**config.mk**
```make
export PLATFORM = sky130hd
export DESIGN_NAME = layer0_counter_act_flat
export DESIGN_NICKNAME = d
export VERILOG_FILES = /design/src/rtl/layer0_counter_act_if.sv /design/src/rtl/layer0_counter_act.sv /design/src/flat_wrapper.sv
export SDC_FILE = /design/constraint.sdc
export NUM_CORES = 1
export LEC_CHECK = 0
export CORE_AREA = 2 2 39 41
export CTS_CLUSTER_DIAMETER = 30
export CTS_CLUSTER_SIZE = 24
export DETAILED_ROUTE_END_ITERATION = 6
export DIE_AREA = 0 0 41 43
export PLACE_DENSITY = 0.68
export SYNTH_ARGS = -nofsm -noshare
export SYNTH_HDL_FRONTEND = slang
export SYNTH_SLANG_ARGS = --single-unit
```
**constraint.sdc**
```tcl
create_clock -name clk -period 1.8 [get_ports clk]
set_input_delay 0.36 -clock clk [delete_from_list [all_inputs] [get_ports clk]]
set_output_delay 0.36 -clock clk [all_outputs]
set_load 0.01 [all_outputs]
```
**src/rtl/layer0_counter_act_if.sv**
```systemverilog
// Layer-0 support bundle: MAC step ack in, done flag out, two pre-activations in, two activations out.
// Pure wiring, no latency; no backpressure, every signal is sampled or driven each cycle.
// master = MAC engine / layer datapath side, slave = counter/activation block.
interface layer0_counter_act_if;
    logic              ack;
    logic              ack_mac;
    logic signed [7:0] z_value0;
    logic signed [7:0] z_value1;
    logic signed [7:0] a0;
    logic signed [7:0] a1;

    modport master (
        output ack,
        output z_value0,
        output z_value1,
        input  ack_mac,
        input  a0,
        input  a1
    );

    modport slave (
        input  ack,
        input  z_value0,
        input  z_value1,
        output ack_mac,
        output a0,
        output a1
    );
endinterface

```
**src/rtl/layer0_counter_act.sv**
```systemverilog
// Layer-0 MAC step counter plus sigmoid-ish (func0) and ReLU (func1) activations, Q4.4 data.
// Latency: ack_mac one cycle after the N_INPUTS-th ack; a0/a1 combinational, zero cycles.
// Backpressure: none; ack pulses after completion are dropped until the next rst.
module layer0_counter_act #(
    parameter int N_INPUTS = 2,
    parameter int CNT_W    = 2
) (
    input  logic                 clk,
    input  logic                 rst,
    layer0_counter_act_if.slave  io
);

    localparam logic [CNT_W-1:0] CNT_LAST = CNT_W'(N_INPUTS - 1);

    logic [CNT_W-1:0] cnt_q;
    logic [CNT_W-1:0] cnt_d;
    logic             ack_mac_q;
    logic             ack_mac_d;

    // Once done, the counter freezes so the flag cannot wrap back low.
    always_comb begin
        cnt_d     = cnt_q;
        ack_mac_d = ack_mac_q;
        if (io.ack && !ack_mac_q) begin
            cnt_d = cnt_q + CNT_W'(1);
            if (cnt_q == CNT_LAST) begin
                ack_mac_d = 1'b1;
            end
        end
    end

    always_ff @(posedge clk) begin
        if (rst) begin
            cnt_q     <= '0;
            ack_mac_q <= 1'b0;
        end else begin
            cnt_q     <= cnt_d;
            ack_mac_q <= ack_mac_d;
        end
    end

    assign io.ack_mac = ack_mac_q;

    logic signed [8:0] z0_ext;
    logic signed [8:0] t0;

    // func0: clamp(z/4 + 0.5, 0, 1); 9 bits so the +8 bias cannot overflow.
    always_comb begin
        z0_ext = {io.z_value0[7], io.z_value0};
        t0     = (z0_ext >>> 2) + 9'sd8;
        if (t0 < 9'sd0) begin
            io.a0 = 8'sd0;
        end else if (t0 > 9'sd16) begin
            io.a0 = 8'sd16;
        end else begin
            io.a0 = t0[7:0];
        end
    end

    // func1: ReLU; sign bit set (including -128) maps to zero.
    always_comb begin
        if (io.z_value1[7]) begin
            io.a1 = 8'sd0;
        end else begin
            io.a1 = io.z_value1;
        end
    end

endmodule

```
**src/flat_wrapper.sv**
```systemverilog
// flat-port wrapper written by rule: the top's interface ports become plain ports
module layer0_counter_act_flat 
#(
    parameter int N_INPUTS = 2,
    parameter int CNT_W    = 2
)
  (clk, rst, io_ack, io_z_value0, io_z_value1, io_ack_mac, io_a0, io_a1);
  layer0_counter_act_if io_i ();
  input  logic clk;
  input  logic rst;
  input wire logic [$bits(io_i.ack)-1:0] io_ack;
  input wire logic [$bits(io_i.z_value0)-1:0] io_z_value0;
  input wire logic [$bits(io_i.z_value1)-1:0] io_z_value1;
  output wire logic [$bits(io_i.ack_mac)-1:0] io_ack_mac;
  output wire logic [$bits(io_i.a0)-1:0] io_a0;
  output wire logic [$bits(io_i.a1)-1:0] io_a1;
  assign io_i.ack = io_ack;
  assign io_i.z_value0 = io_z_value0;
  assign io_i.z_value1 = io_z_value1;
  assign io_ack_mac = io_i.ack_mac;
  assign io_a0 = io_i.a0;
  assign io_a1 = io_i.a1;
  layer0_counter_act #(.N_INPUTS(N_INPUTS), .CNT_W(CNT_W)) u_core (.clk(clk), .rst(rst), .io(io_i));
endmodule
```
==> flow_summary.json <==
{
  "rsz0062_at_grt": "yes",
  "area_growth_pct": 112,
  "fmax_mhz": 574,
  "grt_antenna_before_repair": 0,
  "r2r-end": "u_core.cnt_q[1]$_SDFFE_PP0P_",
  "ys_warn_count": 0,
  "yosysMostFrequentCell": "nor2b_1",
  "htree_levels": 1,
  "diodes": 0,
  "synth_async_sr_flop_share_pct": 0,
  "p_int_w": 0.000227,
  "p_per_area_mw_per_mm2": 545,
  "synth-compound-area-share_pct": 11.5,
  "post-synth-top-area-fraction_pct": 22.1,
  "drt-initial-drc-count": 2,
  "synth_area_leaders": "dfxtp_1, nor2b_1, buf_4, ha_1, and2_1",
  "vias": 336,
  "fp.dieW_um": 41,
  "start_kind": "primary input",
  "wl_per_cell_um": 8.91,
  "synth_cell_types": 17,
  "grt_usage_pct": 8.83,
  "finalCritPeriodShare_pct": 96.8,
  "synth-simple-area-share_pct": 40.1,
  "finalSetupTns_ns": 0,
  "firstDrtPassIters": 2,
  "r2r_slack_ns": 0.91,
  "clock_latency_ns": 0.23,
  "cp.required_ns": 1.44,
  "cts_inserted_buffers": 3,
  "hold_ws_ns": 0.494,
  "die_area_mm2": 0.00176,
  "overflow": 0,
  "cts_tree": "done",
  "grt_pass1_vias": 281,
  "fill_cells": 150,
  "cp.arrival_ns": 1.38,
  "clockBufferDepth": 2,
  "syn_area_um2": 272,
  "r2r_cells": 3,
  "worstReg2RegStart": "u_core.cnt_q[1]$_SDFFE_PP0P_",
  "total_power_w": 0.000315,
  "rows": 14,
  "drv_slew": 0,
  "finalHoldViolCount": 0,
  "port_buffers": 29,
  "synth_fa_ha_area_share_pct": 9.22,
  "syn-instance-count": 36,
  "worstSetupPathType": "primary input to output port",
  "min_period_ns": 1.74,
  "initial_core_util_pct": 19.6,
  "drive_above_1_share_pct": 20.3,
  "status": "finished, final reports clean",
  "grt_first_pass_wirelength_um": 1010,
  "p_leak_nw": 0.269,
  "vias_per_cell": 3.95,
  "yosysSeqAreaShare_pct": 22.1,
  "io_pins": 36,
  "synth-xor-area-share_pct": 3.23,
  "drv_cap": 0,
  "setup_viol": 0,
  "ir_drop_uv": 346,
  "yosysTopAreaCell": "dfxtp_1",
  "fin_skew_ns": 0.00197,
  "pwr-share-comb_pct": 37.0,
  "grt_max_degree": 8,
  "pwr-share-clk_pct": 37.8,
  "gp_congestion": 0.548,
  "core_mm2": 0.00138,
  "min_to": "u_core.io.ack_mac$_SDFFE_PP0P_",
  "clkSlewWorstSetupHoldPaths_ns": 0.04,
  "ant_nets": 0,
  "avgSynthCellArea_um2": 7.54,
  "drc": 0,
  "synth-main-ff-cell": "dfxtp_1",
  "synth_top_family_by_area": "simple AND/OR/NAND/NOR gates",
  "cts_sinks": 3,
  "worstHoldStart": "u_core.io.ack_mac$_SDFFE_PP0P_",
  "critPathLaunch": "io_z_value0[6]",
  "sw_frac_of_total_pct": 27.7,
  "cts-root-buf": "clkbuf_4",
  "end_kind": "output port",
  "power.switching_w": 0.0000873,
  "p_seq_share_pct": 25.2,
  "wl_um": 757,
  "layout.nets": 91,
  "yosys-top-cells-count": "nor2b_1, buf_4",
  "die_h_um": 43,
  "synthMuxAreaShare_pct": 0,
  "post_cts.repair.setup_buffers": 0,
  "worstPathMaxFanout": 3,
  "design_area_um2": 577,
  "synth-edff-count": 0,
  "final_util_pct": 41.7,
  "whs_path_depth": 2,
  "ys_seq_elements": 3,
  "post_dp_cell_area_um2": 571,
  "hold_path.class": "register to register"
}
==> cell families (layout without fill, tap and decap cells) <==
group / after synthesis / count (layout)
AND/OR/NAND/NOR: 19 / 19
flip-flops: 3 / 3
other: 1 / 4
XOR/XNOR: 1 / 1
adder cells (fa/ha/maj): 2 / 2
AO/OA/AOI/OAI: 5 / 5
buffers and inverters: 5 / 35
==> layout by cell type, fill, tap and decap left out <==
cell             instances
clkbuf_1                 1
buf_2                    4
ha_4                     1
clkdlybuf4s15_2          1
nand2_1                  2
nor2b_1                  7
clkbuf_2                 2
inv_1                    1
clkdlybuf4s50_1         13
a211oi_1                 1
nor2_1                   3
conb_1                   4
dfxtp_1                  3
ha_1                     1
nor3_1                   1
buf_4                    1
or2_4                    1
dlygate4sd2_1            9
a21oi_1                  3
a21oi_4                  1
clkbuf_4                 3
xnor2_1                  1
and2_1                   3
and2b_1                  1
nand4_1                  1
==> registers in the layout (all words and copies together), names as in the netlist <==
register / count
u_core.io.ack_mac: 1
u_core.cnt_q: 2
==> how the worst max path moves through the flow <==
| stage | to | slack [ns] | cells after the start |
|---|---|---|---|
| floorplan | io_a0[0] | 0.34 | 4 |
| finish | io_a0[2] | 0.06 | 6 |
| CTS | io_a0[2] | 0.004 | 6 |
| global route | io_a0[2] | 0.001 | 6 |
| global placement | io_a0[1] | -0.63 | 6 |
| detailed placement | io_a0[2] | -0.67 | 6 |
==> final cells by class <==
type                            count  area, um2  share of cell area, %
Inverter                            1       3.75                  0.651
Clock buffer                        4       26.3                   4.56
Sequential cell                     3       60.1                   10.4
Multi-Input combinational cell     31        209                   36.2
Tap cell                           16       20.0                   3.47
Timing Repair Buffer               30        258                   44.7
==> critical path: stages <==
cell,delay (ns)
clkdlybuf4s15_2,0.22
ha_4,0.17
or2_4,0.26
a21oi_4,0.12
and2_1,0.13
buf_2,0.12
==> power groups by stage <==
stage / registers, W / clock network, W / logic (W)
after detailed placement: 0.0000804 / 0 / 0.000127
after global routing: 0.0000802 / 0.000137 / 0.000128
final: 0.0000792 / 0.000119 / 0.000116
after CTS: 0.0000794 / 0.000124 / 0.000117
after floorplan: 0.0000803 / 0 / 0.0000558
after global placement: 0.0000799 / 0 / 0.000125
==> layer usage <==
layer | global-route usage (%) | routed length [um] | up-vias | part of all wire (%)
met4 | 8.00 | 21 | 0 | 2.8
met2 | 14.1 | 304 | 29 | 40
met1 | 6.73 | 218 | 130 | 29
met3 | 5.24 | 212 | 2 | 28
li1 | - | - | 175 | -
met5 | 0 | 0 | - | 0
==> metrics by stage <==
stage	cells	setup slack [ns]
detailed placement	81	-0.667
finish	85	0.0583
CTS	85	0.00378
global route	85	0.00149
global placement	81	-0.627
floorplan	39	0.344
==> what timing repair did <==
item / CTS / global route
setup endpoints to repair: 12 / 5
pin swaps: 5 / 1
resized for setup: 33 / 4
hold buffers: 0 / 0
No activity file was read; power rests on OpenSTA's default activity.
